`src/rtl/jtgng_rom_arb.sv`:
```
// Arbitrates one ROM port between NCLI round-robin read clients and a
// single-entry download write buffer. Buffered writes always win over reads.
module jtgng_rom_arb #(
  parameter int AW   = 19,
  parameter int DW   = 8,
  parameter int NCLI = 3,
  parameter int LAT  = 2
) (
  input  logic               clk,
  input  logic               rst,
  input  logic               dl_active,
  input  logic               dl_wr,
  input  logic [AW-1:0]      dl_addr,
  input  logic [DW-1:0]      dl_data,
  output logic               dl_ovf,
  input  logic [NCLI-1:0]    cli_req,
  input  logic [NCLI*AW-1:0] cli_addr,
  output logic [NCLI-1:0]    cli_ack,
  output logic [DW-1:0]      cli_dout,
  output logic               busy,
  output logic [AW-1:0]      mem_addr,
  output logic               mem_rd,
  output logic               mem_wr,
  output logic [DW-1:0]      mem_wdata,
  input  logic [DW-1:0]      mem_rdata
);

  localparam int PW = (NCLI > 1) ? $clog2(NCLI) : 1;
  localparam int CW = (LAT > 1) ? $clog2(LAT + 1) : 1;

  typedef enum logic [1:0] {
    IDLE  = 2'd0,
    WRITE = 2'd1,
    READ  = 2'd2
  } state_t;

  state_t            state_q, state_d;
  logic              wbuf_v_q, wbuf_v_d;
  logic [AW-1:0]     wbuf_addr_q, wbuf_addr_d;
  logic [DW-1:0]     wbuf_data_q, wbuf_data_d;
  logic              dl_ovf_q, dl_ovf_d;
  logic [PW-1:0]     rr_q, rr_d;
  logic [PW-1:0]     gnt_q, gnt_d;
  logic [CW-1:0]     cnt_q, cnt_d;
  logic [NCLI-1:0]   cli_ack_q, cli_ack_d;
  logic [DW-1:0]     cli_dout_q, cli_dout_d;
  logic [AW-1:0]     mem_addr_q, mem_addr_d;
  logic              mem_rd_q, mem_rd_d;
  logic              mem_wr_q, mem_wr_d;
  logic [DW-1:0]     mem_wdata_q, mem_wdata_d;
  logic              busy_q, busy_d;

  logic              drain_s;
  logic [NCLI-1:0]   req_eff_s;
  logic [PW:0]       pick_s;

  // Returns {found, index} of the first requester strictly after ptr, wrapping.
  function automatic logic [PW:0] rr_pick(input logic [NCLI-1:0] req, input logic [PW-1:0] ptr);
    logic [PW:0]   res;
    logic [PW-1:0] sel;
    res = {(PW+1){1'b0}};
    for (int i = NCLI; i >= 1; i--) begin
      sel = PW'((int'(ptr) + i) % NCLI);
      if (req[sel]) begin
        res = {1'b1, sel};
      end else begin
        res = res;
      end
    end
    return res;
  endfunction

  // A client whose ack is high this cycle is still holding req; it must not be regranted.
  assign req_eff_s = cli_req & ~cli_ack_q;
  assign pick_s    = rr_pick(req_eff_s, rr_q);
  assign drain_s   = (state_q == IDLE) && wbuf_v_q;

  always_comb begin
    wbuf_v_d    = wbuf_v_q;
    wbuf_addr_d = wbuf_addr_q;
    wbuf_data_d = wbuf_data_q;
    dl_ovf_d    = dl_ovf_q;
    if (dl_wr) begin
      if (!wbuf_v_q || drain_s) begin
        wbuf_v_d    = 1'b1;
        wbuf_addr_d = dl_addr;
        wbuf_data_d = dl_data;
      end else begin
        dl_ovf_d = 1'b1;
      end
    end else if (drain_s) begin
      wbuf_v_d = 1'b0;
    end else begin
      wbuf_v_d = wbuf_v_q;
    end
  end

  always_comb begin
    state_d     = state_q;
    rr_d        = rr_q;
    gnt_d       = gnt_q;
    cnt_d       = cnt_q;
    cli_ack_d   = {NCLI{1'b0}};
    cli_dout_d  = cli_dout_q;
    mem_addr_d  = mem_addr_q;
    mem_rd_d    = 1'b0;
    mem_wr_d    = 1'b0;
    mem_wdata_d = mem_wdata_q;
    case (state_q)
      IDLE: begin
        if (wbuf_v_q) begin
          mem_wr_d    = 1'b1;
          mem_addr_d  = wbuf_addr_q;
          mem_wdata_d = wbuf_data_q;
          state_d     = WRITE;
        end else if (!dl_active && pick_s[PW]) begin
          gnt_d      = pick_s[PW-1:0];
          rr_d       = pick_s[PW-1:0];
          mem_rd_d   = 1'b1;
          mem_addr_d = cli_addr[int'(pick_s[PW-1:0])*AW +: AW];
          cnt_d      = {CW{1'b0}};
          state_d    = READ;
        end else begin
          state_d = IDLE;
        end
      end
      WRITE: begin
        state_d = IDLE;
      end
      READ: begin
        // cnt_q == LAT marks the cycle mem_rdata is valid for the issued read.
        if (cnt_q == CW'(LAT)) begin
          cli_dout_d       = mem_rdata;
          cli_ack_d[gnt_q] = 1'b1;
          state_d          = IDLE;
        end else begin
          cnt_d = cnt_q + {{(CW-1){1'b0}}, 1'b1};
        end
      end
      default: begin
        state_d = IDLE;
      end
    endcase
    busy_d = (state_d != IDLE);
  end

  always_ff @(posedge clk or posedge rst) begin
    if (rst) begin
      state_q     <= IDLE;
      wbuf_v_q    <= 1'b0;
      wbuf_addr_q <= {AW{1'b0}};
      wbuf_data_q <= {DW{1'b0}};
      dl_ovf_q    <= 1'b0;
      rr_q        <= PW'(NCLI - 1);
      gnt_q       <= {PW{1'b0}};
      cnt_q       <= {CW{1'b0}};
      cli_ack_q   <= {NCLI{1'b0}};
      cli_dout_q  <= {DW{1'b0}};
      mem_addr_q  <= {AW{1'b0}};
      mem_rd_q    <= 1'b0;
      mem_wr_q    <= 1'b0;
      mem_wdata_q <= {DW{1'b0}};
      busy_q      <= 1'b0;
    end else begin
      state_q     <= state_d;
      wbuf_v_q    <= wbuf_v_d;
      wbuf_addr_q <= wbuf_addr_d;
      wbuf_data_q <= wbuf_data_d;
      dl_ovf_q    <= dl_ovf_d;
      rr_q        <= rr_d;
      gnt_q       <= gnt_d;
      cnt_q       <= cnt_d;
      cli_ack_q   <= cli_ack_d;
      cli_dout_q  <= cli_dout_d;
      mem_addr_q  <= mem_addr_d;
      mem_rd_q    <= mem_rd_d;
      mem_wr_q    <= mem_wr_d;
      mem_wdata_q <= mem_wdata_d;
      busy_q      <= busy_d;
    end
  end

  assign dl_ovf    = dl_ovf_q;
  assign cli_ack   = cli_ack_q;
  assign cli_dout  = cli_dout_q;
  assign busy      = busy_q;
  assign mem_addr  = mem_addr_q;
  assign mem_rd    = mem_rd_q;
  assign mem_wr    = mem_wr_q;
  assign mem_wdata = mem_wdata_q;

endmodule

```
`config.mk`:
```
export PLATFORM = sky130hd
export DESIGN_NAME = jtgng_rom_arb
export DESIGN_NICKNAME = d
export VERILOG_FILES = /design/src/rtl/jtgng_rom_arb.sv
export SDC_FILE = /design/constraint.sdc
export NUM_CORES = 1
export LEC_CHECK = 0
export CAP_MARGIN = 30
export CORE_MARGIN = 5
export CORE_UTILIZATION = 46
export CTS_CLUSTER_DIAMETER = 200
export DETAILED_ROUTE_END_ITERATION = 7
export GPL_ROUTABILITY_DRIVEN = 0
export PLACE_DENSITY = 0.89
export SLEW_MARGIN = 20
export SYNTH_ARGS = -nofsm -noshare
export SYNTH_HDL_FRONTEND = slang
export SYNTH_SLANG_ARGS = --single-unit
```
`constraint.sdc`:
```
create_clock -name clk -period 3.13 [get_ports clk]
set_input_delay 0.4695 -clock clk [delete_from_list [all_inputs] [get_ports clk]]
set_output_delay 0.4695 -clock clk [all_outputs]
set_load 0.01 [all_outputs]
```
== After elaboration in Yosys (flattened, before gate mapping) ==
Index checks and enable logic that the tools add are counted.
W data, S select, Z words.

* Flip-flop bits (word level): 78
* Input bits: 99
* Logic and storage cells: 89
* Output and inout bits: 42

* Magnitude comparators: 5
* Multiplexer cells: 31
* Add/subtract/negate cells: 4
* Equal/unequal tests: 6
* Divide/modulo/power cells: 3
* Shifts and indexed selects: 1
* $mul: 1
* Bitwise operators: 4
* Reduce and logical (&&, ||, !) cells: 19

{| class="wikitable"
|+ Operators with widths
! cell !! number
|-
| $mod A32 B3 Y32 const B || 3
|-
| $shiftx A57 B8 Y19 || 1
|-
| $mux W19 || 2
|-
| $mux W3 || 5
|-
| $lt A2 B3 Y1 const B || 4
|-
| $mux W1 || 12
|-
| $mux W2 || 6
|-
| $reduce_and A2 Y1 || 6
|-
| $pmux W2 S2 || 2
|-
| $reduce_bool A2 Y1 || 4
|-
| $mul A2 B5 Y7 const B || 1
|-
| $add A2 B2 Y3 const B || 2
|-
| $bmux W1 S2 || 3
|-
| $eq A2 B2 Y1 const B || 2
|-
| $ne A2 B1 Y1 const B || 2
|-
| $ne A2 B2 Y1 const B || 2
|-
| $reduce_and A4 Y1 || 1
|-
| $add A2 B1 Y3 const B || 1
|-
| $and A3 B3 Y3 || 1
|-
| $logic_and A1 B1 Y1 || 3
|-
| $not A3 Y3 || 1
|-
| $reduce_and A3 Y1 || 1
|-
| $add A2 B1 Y2 const B || 1
|-
| $demux W1 S2 || 1
|-
| other kinds (5) || 7
|}

== Logic depth before layout (Yosys ltp) ==
* Depth after elaboration: 12
* Mapped depth: 10

== Worst setup path after synthesis ==
OpenSTA, ideal clock, no wires.

* Kind: reg2reg
* Start point: reg rr_q[1]
* End point: reg mem_addr_q[10] (netlist: mem_addr[10])
* Required time: 3.004 ns
* Library setup time: 0.126 ns
* Arrival time: 2.057 ns
* Buffers on the path: 2
* Stages on the path, launching flop included: 10
* Slack: 0.947 ns
* Cells stage by stage: dfstp_2 > inv_1 > ha_1 > buf_6 > nand2_2 > a21boi_4 > buf_6 > o41ai_1 > a31oi_1 > a221o_1

* Cells in the longest elaborated chain, start to end: 11

{| class="wikitable"
|+ RTL lines
! item !! RTL line !! RTL
|-
| start, declared || 42 || <nowiki>logic [PW-1:0] rr_q, rr_d;</nowiki>
|-
| start signal, assigned || 154 || <nowiki>rr_q <= PW'(NCLI - 1);</nowiki>
|-
| start signal, assigned || 170 || <nowiki>rr_q <= rr_d;</nowiki>
|-
| $add A2 B2 Y3 || 63 || <nowiki>sel = PW'((int'(ptr) + i) % NCLI);</nowiki>
|-
| $mod A32 B3 Y32 || 63 ||
|-
| $bmux W1 S2 || 64 || <nowiki>if (req[sel]) begin</nowiki>
|-
| $mux W1 (not written as such) || 64 ||
|-
| $mux W3 (2 in series) || 64 ||
|-
| $mux W3 (*) || 64 ||
|-
| $mul A2 B5 Y7 || 120 || <nowiki>mem_addr_d = cli_addr[int'(pick_s[PW-1:0])*AW +: AW];</nowiki>
|-
| $shiftx A57 B8 Y19 || 120 ||
|-
| $mux W19 || 116 || <nowiki>end else if (!dl_active && pick_s[PW]) begin</nowiki>
|-
| $mux W19 || 111 || <nowiki>if (wbuf_v_q) begin</nowiki>
|-
| end signal, assigned || 159 || <nowiki>mem_addr_q <= {AW{1'b0}};</nowiki>
|-
| end signal, assigned || 175 || <nowiki>mem_addr_q <= mem_addr_d;</nowiki>
|-
| end, declared || 47 || <nowiki>logic [AW-1:0] mem_addr_q, mem_addr_d;</nowiki>
|}

Mark *: on every way between the ends. The rest lies on a longest branch, timed or not. The select of a mux whose other input is x is not followed.
A chain may end at the register's enable or synchronous reset.

== Worst setup path after layout ==
* Start point: reg rr_q[1]
* End point: reg mem_addr_q[7] (netlist: mem_addr[7])

Same word-level chain as after synthesis.

==> results.tsv <==
stage	metric	value	unit
outcome	status	complete, no violations	
global_routing	antenna_found_initial	0	
sta	fin_skew	10.7	ps
power	combPwrFrac	0.539	
final_layout	multi_input_area	1950	µm²
run	drv_cap	0	
floorplan	start_util	0.466	
final_layout	design_area	5760	µm²
critical_path	rrSetupSlack	240	ps
critical_path	arrival	3120	ps
hold_path	hold_class	input pin to async pin	
yosys	ys_types	60	
global_routing	gr-total-overflow	0	
yosys	ys_ff_latch	77	
critical_path	crit_path_end_kind	flip-flop	
final_layout	antenna-diode-count	0	
final_layout	final_cells	592	
sta	worstMarginPinSlew	809	ps
critical_path	cp_max_fo	16	
sta	hold_viol	0	
detailed_routing	drt_iter0_drc	358	
critical_path	start_kind	flip-flop	
power	share_seq_of_total_power	0.314	
sta	setup_viol	0	
clock_network	clkSlewWorstSetupHoldPaths	80	ps
placed_design	dpl_cell_area	5540	µm²
placed_design	dp_hpwl	9300	µm
power	p_sw	2.34	mW
yosys	yosysTopAreaCell	dfrtp_1	
clock_network	cts_root_buf	clkbuf_8	
final_layout	fillers	703	
sta	maxSlewViolCount	0	
detailed_routing	ant_nets	0	
floorplan	die-area	11200	µm²
sta	setup_tns	0	ps
power	p_sw_frac	0.407	
yosys	ys.flop_type	dfrtp_1	
global_routing	grt_usage	0.232	
sta	layout_min_cycle_time	2890	ps
placed_design	port_buffers	140	
yosys	synth_edf_count	0	
yosys	synth.top_cell.area_share	0.449	
sta	rsz0062_at_grt	false	
yosys	synthCells	356	
power	powerDensity	997	nW/µm²
final_layout	nets	578	
floorplan	core	9110	µm²
sta	post-route-period-util	0.923	
power	clkPwrFrac	0.147	
detailed_routing	viasPerCell	6.31	
power	p_leak	2.19	nW
power	ir_worst_vdd	521	µV
floorplan	die_h	106	µm
detailed_routing	drc	0	
final_layout	layout.area.seq	1930	µm²
clock_network	cts_tree	built	
global_routing	grt_pass1_vias	3865	
clock_network	postCtsSetupRepairBufs	0	
yosys	syn_area_per_cell	11.9	µm²
final_layout	area_growth	35.9	%
yosys	synthArstFlopShare	1.00	
floorplan	ios	141	
detailed_routing	wirelength	12900	µm
global_routing	grt_pass1_wl	20500	µm
floorplan	rows	35	
clock_network	hold_buffers	0	
clock_network	clockBufferDepth	2	
yosys	syn_area	4240	µm²
yosys	ys_warn_count	0	
placed_design	dpl.cell_count	576	
yosys	yosysSeqAreaShare	0.455	
sta	relSlewSlack	0.459	
detailed_routing	vias	3735	
final_layout	drive_above_1_share	0.168	
sta	clock.fmax	0.346	GHz
detailed_routing	dr.pass1.iters	5	
clock_network	cts_buffers	9	
detailed_routing	wl_per_cell	21.8	µm
critical_path	crit_required	3360	ps
yosys	synth_top_cells_by_area	dfrtp_1, mux2_2, o2111ai_1, o41ai_1, mux2_1	
clock_network	clkLatencyLatePin	340	ps
yosys	syn-num-nets	458	
power	internal-power	3.41	mW
floorplan	die_w	106	µm
global_routing	grt_max_degree	74	
clock_network	cts_resized	0	
clock_network	htree_levels	3	
critical_path	crit_type	flip-flop to flip-flop	
clock_network	cts_num_sinks	77	
==> per-stage QoR <==
step	hold WS, ps	utilization	setup slack [ps]	power (mW)
5_1_grt	318	0.633	123	6.08
4_1_cts	297	0.633	299	5.73
2_1_floorplan	435	-	695	3.91
3_3_place_gp	452	0.608	410	4.69
6_report	313	0.633	240	5.75
3_5_place_dp	471	0.608	297	4.86
==> worst paths after layout <==
path / startpoint / endpoint / depth (start not counted)
worst max-delay path: rr_q[1]$_DFFE_PP1P_ / mem_addr[7]$_DFFE_PP0P_ / 8
worst min-delay path: rst / cli_dout[1]$_DFFE_PP0P_ / 2
worst max register to register: rr_q[1]$_DFFE_PP1P_ / mem_addr[7]$_DFFE_PP0P_ / 8
worst min register to register: dl_ovf$_DFFE_PP0P_ / dl_ovf$_DFFE_PP0P_ / 1
max in group asynchronous: rst / rr_q[1]$_DFFE_PP1P_ / 3
min in group clk: dl_ovf$_DFFE_PP0P_ / dl_ovf$_DFFE_PP0P_ / 1
==> sequential cells by signal (all words and copies together), names as in the netlist, 2 cells and up <==
signal	flops
mem_wdata	8
cnt_q	2
cli_dout	8
wbuf_data_q	8
state_q	2
mem_addr	19
rr_q	2
cli_ack	3
wbuf_addr_q	19
==> kinds of logic after synthesis <==
group | after synthesis | share of synthesized area
AOI/OAI and AO/OA | 110 | 0.226
adders and majority gates | 4 | 0.0115
buffers and inverters | 49 | 0.0862
DFF | 77 | 0.455
muxes | 46 | 0.121
and+or+nand+nor | 70 | 0.100
==> final cells by class <==
cell class                      instances  area share
Multi-Input combinational cell        230       0.339
Sequential cell                        77       0.334
Timing Repair Buffer                  150       0.258
Clock buffer                           10      0.0239
Tap cell                              111      0.0241
Clock inverter                          6      0.0150
Inverter                                8     0.00543
==> metal layers <==
metal | GRT usage | wire length, µm | vias up
met5 | 0 | 0 | -
met4 | 0.112 | 573 | 0
met3 | 0.0704 | 1390 | 45
met2 | 0.374 | 6180 | 264
met1 | 0.282 | 4750 | 1769
li1 | - | - | 1657
==> critical path, cell delays in order (launching register included) <==
cell	delay, ps
dfstp_2	540
inv_1	50
ha_1	730
buf_4	300
nand2_1	100
o221ai_1	440
nor4b_2	90
buf_4	200
a221o_1	320
==> layout by cell type (no fill, tap or decap), types with 2 or more instances in the layout <==
master,n
nor4_1,19
nor2_1,3
a31oi_2,4
o41ai_1,19
o2111ai_1,19
a21oi_1,2
bufinv_16,2
mux2_2,30
mux2_1,13
inv_1,7
nand2b_4,2
clkdlybuf4s50_1,140
clkbuf_8,10
a221o_1,6
a31oi_1,15
clkinv_2,3
o31ai_1,2
nor3_1,5
nand2_1,17
mux2i_1,3
dfrtp_1,76
nand2b_1,5
nand2_2,2
and2_1,6
ha_1,3
a211oi_1,13
a22oi_1,2
buf_4,9
a311o_1,13
==> synthesized netlist by cell type, types with 2 or more instances <==
master,count
buf_6,10
a31oi_1,15
and2_1,6
nor2_1,3
buf_2,13
ha_1,3
nand2_1,17
buf_4,8
a311o_1,13
dlygate4sd1_1,3
nor3_1,5
dfrtp_1,76
inv_1,8
nand2b_4,2
mux2_1,13
mux2_2,30
o31ai_1,2
a211oi_1,13
a31oi_2,4
clkbuf_8,2
a22oi_1,2
nor4_1,19
nand2b_1,5
a221o_1,6
o2111ai_1,19
nand2_2,2
mux2i_1,3
o41ai_1,19
clkbuf_1,3
a21oi_1,2
==> power by group through the flow <==
| stage | logic [mW] | clock network, mW | registers, mW |
|---|---|---|---|
| floorplan | 2.08 | 0 | 1.83 |
| global placement | 2.91 | 0 | 1.78 |
| detailed placement | 3.05 | 0 | 1.81 |
| CTS | 3.07 | 0.862 | 1.80 |
| global route | 3.31 | 0.908 | 1.86 |
| finish | 3.10 | 0.845 | 1.80 |
Power figures use the tool's default switching activity.
